==> src/rtl/seed_collector.sv <==
// seed_collector: gathers eleven N-bit random words into a ChaCha20 key/nonce set.
// The collection cycle per request is: optional warm-up discard, then sampling, then hold until ack.
//
// Parameters:
//   N       width of rand_in (one word per cycle)
//   WARMUP  cycles discarded after a request before sampling (0..255)
//
// Ports:
//   clk        rising-edge clock
//   rst        asynchronous active-high reset
//   rand_in    N-bit random word from the upstream LFSR
//   req        level request for a new key/nonce set (honoured only in IDLE)
//   ack        consumer acknowledge (honoured only in PRESENT)
//   busy       high while warming up or collecting
//   valid      key_out/nonce_out hold a complete set
//   key_out    8*N-bit key; word 0 occupies bits [N-1:0]
//   nonce_out  3*N-bit nonce; word 8 occupies bits [N-1:0]
//   zero_rej   saturating count of rejected all-zero words
//
// Build option:
//   SEED_REJECT_ZERO_EN  when defined, all-zero words are dropped during collection
//                        and counted in zero_rej; otherwise zeros are stored and zero_rej is 0.

module seed_collector #(
   parameter int N      = 32,
   parameter int WARMUP = 16
) (
   input  logic           clk,
   input  logic           rst,
   input  logic [N-1:0]   rand_in,
   input  logic           req,
   input  logic           ack,
   output logic           busy,
   output logic           valid,
   output logic [8*N-1:0] key_out,
   output logic [3*N-1:0] nonce_out,
   output logic [7:0]     zero_rej
);

   localparam logic [1:0] S_IDLE    = 2'd0;
   localparam logic [1:0] S_WARMUP  = 2'd1;
   localparam logic [1:0] S_COLLECT = 2'd2;
   localparam logic [1:0] S_PRESENT = 2'd3;

   localparam int         NWORDS    = 11;
   localparam logic [3:0] LAST_IDX  = 4'(NWORDS - 1);

   // Counter is loaded with WARMUP-1 on entry and WARMUP is left when it
   // reads zero, giving exactly WARMUP cycles in that state.
   localparam logic [7:0] WARM_LOAD = (WARMUP > 0) ? 8'(WARMUP - 1) : 8'd0;
   localparam bit         SKIP_WARM = (WARMUP == 0);

   logic [1:0]                state_q, state_d;
   logic [7:0]                cnt_q, cnt_d;
   logic [3:0]                idx_q, idx_d;
   logic [NWORDS-1:0][N-1:0]  buf_q, buf_d;
   logic [8*N-1:0]            key_q, key_d;
   logic [3*N-1:0]            nonce_q, nonce_d;
   logic                      word_ok;

`ifdef SEED_REJECT_ZERO_EN
   logic [7:0]                rej_q, rej_d;

   assign word_ok  = (rand_in != '0);
   assign zero_rej = rej_q;
`else
   assign word_ok  = 1'b1;
   assign zero_rej = 8'd0;
`endif

   always_comb begin
      state_d = state_q;
      cnt_d   = cnt_q;
      idx_d   = idx_q;
      buf_d   = buf_q;
      key_d   = key_q;
      nonce_d = nonce_q;
`ifdef SEED_REJECT_ZERO_EN
      rej_d   = rej_q;
`endif

      case (state_q)
         S_IDLE: begin
            if (req) begin
               idx_d = 4'd0;
               if (SKIP_WARM) begin
                  state_d = S_COLLECT;
               end else begin
                  state_d = S_WARMUP;
                  cnt_d   = WARM_LOAD;
               end
            end
         end

         S_WARMUP: begin
            if (cnt_q == 8'd0) begin
               state_d = S_COLLECT;
            end else begin
               cnt_d = cnt_q - 8'd1;
            end
         end

         S_COLLECT: begin
            if (word_ok) begin
               buf_d[idx_q] = rand_in;
               if (idx_q == LAST_IDX) begin
                  // Publish from buf_d so the 11th word lands on this edge.
                  key_d   = buf_d[7:0];
                  nonce_d = buf_d[10:8];
                  idx_d   = 4'd0;
                  state_d = S_PRESENT;
               end else begin
                  idx_d = idx_q + 4'd1;
               end
            end
`ifdef SEED_REJECT_ZERO_EN
            else if (rej_q != 8'hFF) begin
               rej_d = rej_q + 8'd1;
            end
`endif
         end

         S_PRESENT: begin
            // req is deliberately ignored here even if ack is high with it.
            if (ack) begin
               state_d = S_IDLE;
            end
         end

         default: begin
            state_d = S_IDLE;
         end
      endcase
   end

   always_ff @(posedge clk or posedge rst) begin
      if (rst) begin
         state_q <= S_IDLE;
         cnt_q   <= 8'd0;
         idx_q   <= 4'd0;
         buf_q   <= '0;
         key_q   <= '0;
         nonce_q <= '0;
      end else begin
         state_q <= state_d;
         cnt_q   <= cnt_d;
         idx_q   <= idx_d;
         buf_q   <= buf_d;
         key_q   <= key_d;
         nonce_q <= nonce_d;
      end
   end

`ifdef SEED_REJECT_ZERO_EN
   always_ff @(posedge clk or posedge rst) begin
      if (rst) begin
         rej_q <= 8'd0;
      end else begin
         rej_q <= rej_d;
      end
   end
`endif

   assign busy      = (state_q == S_WARMUP) || (state_q == S_COLLECT);
   assign valid     = (state_q == S_PRESENT);
   assign key_out   = key_q;
   assign nonce_out = nonce_q;

endmodule

==> config.mk <==
export PLATFORM = sky130hd
export DESIGN_NAME = seed_collector
export DESIGN_NICKNAME = d
export VERILOG_FILES = /design/src/rtl/seed_collector.sv
export SDC_FILE = /design/constraint.sdc
export NUM_CORES = 2
export LEC_CHECK = 0
export ABC_AREA = 1
export BUFFER_PORTS_ARGS = -buffer_cell sky130_fd_sc_hd__buf_2
export CORE_ASPECT_RATIO = 0.7
export CORE_MARGIN = 3
export CORE_UTILIZATION = 52
export DETAILED_ROUTE_END_ITERATION = 6
export GPL_TIMING_DRIVEN = 0
export PLACE_DENSITY_LB_ADDON = 0.2
export SETUP_SLACK_MARGIN = 0.4
export SKIP_CTS_REPAIR_TIMING = 1
export SLEW_MARGIN = 0
export SYNTH_ARGS = -nofsm -noshare
export SYNTH_HDL_FRONTEND = slang
export SYNTH_SLANG_ARGS = --single-unit
==> constraint.sdc <==
create_clock -name clk -period 19.1 [get_ports clk]
set_clock_uncertainty 0.15 [all_clocks]
set_input_delay 0 -clock clk [delete_from_list [all_inputs] [get_ports clk]]
set_output_delay 0 -clock clk [all_outputs]
set_load 0.02 [all_outputs]
==> impl_table.tex <==
\begin{tabular}{lr}
\hline
Metric & Value \\
\hline
\multicolumn{2}{l}{\textbf{Global routing}} \\
Maximum number of pins on one net before global-route repair & 44 \\
Vias in the first global route & 24,597 \\
Global router's overall resource usage & 32.8\% \\
Antenna violations before repair & 12 \\
Overflow left after global routing & 0 \\
First-pass GRT wire length & 145,000 um \\
\multicolumn{2}{l}{\textbf{Synthesis}} \\
Number of synthesized flops with an enable pin & 0 \\
Sequential fraction of the synthesis area & 59.7\% \\
Total of flip-flops plus latches after synthesis & 686 \\
Count of mapped cells out of synthesis & 3,538 \\
Number of warnings issued by yosys & 0 \\
Number of unique standard cell types used by synthesis & 23 \\
Cell area after technology mapping & 28,700 um2 \\
Most instantiated flip-flop cell in the synthesis netlist & sky130\_fd\_sc\_hd\_\_dfrtp\_1 \\
Post-Syn Area per Cell & 8.12 um2 \\
Async set or reset register ratio after synthesis & 100\% \\
\multicolumn{2}{l}{\textbf{Setup path}} \\
Kind of capture point of the worst setup path & flip-flop \\
Setup CP Type & flip-flop to flip-flop \\
Data arrival time of the critical path & 3.57 ns \\
Critical Path Start Type & flip-flop \\
Required time of the critical path & 19.48 ns \\
Critical Path Fanout Max & 10 \\
CP max-delay cell & sky130\_fd\_sc\_hd\_\_clkbuf\_1 \\
CP cell instances & inv\_1, ha\_1, inv\_1, buf\_2, buf\_2, clkbuf\_1, clkbuf\_1, nand2\_1, nand2\_1 \\
CP max stage delay & 0.73 ns \\
\multicolumn{2}{l}{\textbf{Timing}} \\
Number of pins exceeding their max-slew limit in the final report & 0 \\
Part of the cycle the worst path needs & 16.7\% \\
Unrepaired setup endpoints after global routing & no \\
Transition at the pin with the smallest max-transition slack & 1.24 ns \\
Max Fclk & 314 MHz \\
Count of final hold-check violations & 0 \\
Max-Slew Margin vs Limit & 16.5\% \\
Worst hold slack & 0.00899 ns \\
Final worst path period need & 3.19 ns \\
Summed negative setup slack over all endpoints & 0 ns \\
Setup-violating endpoint count in the final report & 0 \\
\multicolumn{2}{l}{\textbf{Layout}} \\
Most frequent cells in the layout & sky130\_fd\_sc\_hd\_\_nand2\_1 (1,899), sky130\_fd\_sc\_hd\_\_dfrtp\_1 (686), sky130\_fd\_sc\_hd\_\_buf\_2 (441) \\
Fraction of layout instances using a drive strength above 1 & 14.1\% \\
Area growth from synthesis to final layout & 20.1\% \\
Count of filler cells inserted in the layout & 4,620 \\
Commonest non-fill, non-tap cell in the layout & sky130\_fd\_sc\_hd\_\_nand2\_1 \\
Final net count & 4,099 \\
Fin util & 63.7\% \\
\multicolumn{2}{l}{\textbf{Power}} \\
P\_sw & 1.75 mW \\
Largest voltage drop on the vdd net & 0.0599 mV \\
Areal power density over the cells & 136 nW/um2 \\
Switching power as a share of total power & 37.3\% \\
Relative contribution of sequential cells to total power & 41.9\% \\
Share of power burned in the clock network & 28.1\% \\
Leakage dissipation & 16.7 nW \\
Combinational share of power & 29.9\% \\
Cell Int Power & 2.94 mW \\
\multicolumn{2}{l}{\textbf{Routing}} \\
Vias/cell & 5.43 \\
Total iterations of the first detailed-routing run & 6 \\
Final routed wirelength across all metal layers & 96,300 um \\
Via count & 26,289 \\
Number of design-rule violations left by the first detailed-router iteration & 3,024 \\
Number of nets with antenna violations after detailed routing & 0 \\
Number of design rule violations left after detail routing & 0 \\
Final routed wire length divided by cell count & 19.9 um \\
\multicolumn{2}{l}{\textbf{Place}} \\
Count of input and output buffers & 389 \\
Dpl hpwl & 64,600 um \\
Routability cong. & 0.909 \\
\multicolumn{2}{l}{\textbf{Floorplanning}} \\
Floorplan die height & 203 um \\
Std cell rows & 71 \\
Effective utilization at floorplan & 53.0\% \\
Die Width & 287 um \\
Area inside the core boundary & 54,200 um2 \\
Die footprint & 58,200 um2 \\
IO Pins & 398 \\
\multicolumn{2}{l}{\textbf{Clocking}} \\
Count of clock tree sinks & 686 \\
Clock latency on the worst-skew pair & 0.60 ns \\
H-tree depth & 3 \\
Number of buffers on the longest clock path & 3 \\
Clock slew at the register clock pins of the worst setup and hold paths & 0.07 ns \\
Clock buffers created by TritonCTS & 67 \\
CTS tree & done \\
Root Buffer Master & sky130\_fd\_sc\_hd\_\_clkbuf\_16 \\
\multicolumn{2}{l}{\textbf{Outcome}} \\
Run status & complete, no violations \\
\multicolumn{2}{l}{\textbf{Flow run}} \\
Number of max-capacitance violations reported & 0 \\
\multicolumn{2}{l}{\textbf{Min path}} \\
Type of the tightest min-delay check & primary input to flip-flop \\
\hline
\end{tabular}
## metal layers
metal  up-vias  track usage (%)  part of all wire (%)
met5         -                0                     0
li1      12082                -                     -
met1     12637             48.0                    42
met4         0             10.8                   3.3
met2      1371             47.5                    43
met3       199             9.16                    12
## per-stage QoR
step	cell area (um2)	power, mW	std cells	worst slack (ns)
6_report	34500	4.70	4838	15.91
2_1_floorplan	28800	2.91	3545	9.56
4_1_cts	34100	4.67	4799	15.95
3_5_place_dp	32000	3.35	4682	16.02
3_3_place_gp	31600	3.30	4664	5.73
5_1_grt	34500	4.98	4836	15.78
## flip-flops by register name (all words and copies together), names as in the netlist
register	count
nonce_out	96
state_q	2
buf_q	320
cnt_q	8
idx_q	4
key_out	256
## synthesized netlist by cell type (2+ instances only)
cell | count | area (um2)
sky130_fd_sc_hd__ha_1 | 6 | 75.1
sky130_fd_sc_hd__clkbuf_1 | 147 | 552
sky130_fd_sc_hd__dfrtp_1 | 686 | 17200
sky130_fd_sc_hd__nor2_1 | 121 | 454
sky130_fd_sc_hd__nand4_1 | 4 | 25.0
sky130_fd_sc_hd__o21ai_0 | 425 | 2130
sky130_fd_sc_hd__nand2_1 | 1899 | 7130
sky130_fd_sc_hd__buf_2 | 52 | 260
sky130_fd_sc_hd__nor3_1 | 2 | 10.0
sky130_fd_sc_hd__buf_6 | 2 | 22.5
sky130_fd_sc_hd__buf_4 | 9 | 67.6
sky130_fd_sc_hd__clkinv_1 | 31 | 116
sky130_fd_sc_hd__buf_1 | 9 | 33.8
sky130_fd_sc_hd__inv_1 | 28 | 105
sky130_fd_sc_hd__nand3_1 | 9 | 45.0
sky130_fd_sc_hd__inv_2 | 2 | 7.51
sky130_fd_sc_hd__a21oi_1 | 100 | 500
## worst max-delay path, delay by kind of cell, from the launching register on
family,cells,cell delay [ns]
buffers and inverters,6,2.09
DFF,1,0.41
and+or+nand+nor,2,0.23
adders and majority gates,1,0.23
## logic make-up after synthesis
kind of cell | Yosys count | share of synthesized area, %
buf+inv | 280 | 4.05
other cells | 1 | 0.0130
simple gates | 2037 | 26.7
compound gates | 527 | 9.19
xor+xnor | 1 | 0.0305
flops | 686 | 59.7
fa+ha+maj | 6 | 0.261
## layout make-up
| class | instances | area [um2] | share of cell area, % |
|---|---|---|---|
| inverters | 61 | 233 | 0.674 |
| clock inverters | 21 | 174 | 0.504 |
| plain buffers | 219 | 936 | 2.71 |
| multi-input cells | 2579 | 10400 | 30.2 |
| diodes | 3 | 7.51 | 0.0218 |
| well taps | 730 | 913 | 2.65 |
| flip-flops and latches | 686 | 17200 | 49.7 |
| clock buffers | 96 | 1980 | 5.73 |
| repair buffers | 443 | 2670 | 7.73 |
## final timing paths
kind                                            from                        end  slack, ns  cells past startpoint
setup reg to reg              state_q[0]$_DFFE_PP0P_     buf_q[121]$_DFFE_PP0N_      15.91                      9
min in group asynchronous                        rst    key_out[46]$_DFFE_PP0P_       0.48                      4
hold / removal                           rand_in[13]  nonce_out[77]$_DFFE_PP0P_      0.009                      4
hold reg to reg            nonce_out[82]$_DFFE_PP0P_  nonce_out[82]$_DFFE_PP0P_       0.32                      2
setup / recovery              state_q[0]$_DFFE_PP0P_     buf_q[121]$_DFFE_PP0N_      15.91                      9
max in group asynchronous                        rst   key_out[165]$_DFFE_PP0P_      16.54                      9
## power groups by stage
| stage | combinational [mW] | clock [mW] | sequential, mW |
|---|---|---|---|
| finish | 1.41 | 1.32 | 1.97 |
| global route | 1.58 | 1.39 | 2.00 |
| CTS | 1.38 | 1.33 | 1.96 |
| detailed placement | 1.37 | 0 | 1.98 |
| global placement | 1.32 | 0 | 1.98 |
| floorplan | 0.901 | 0 | 2.01 |
Note: power is estimated with default switching activity, not from simulation.
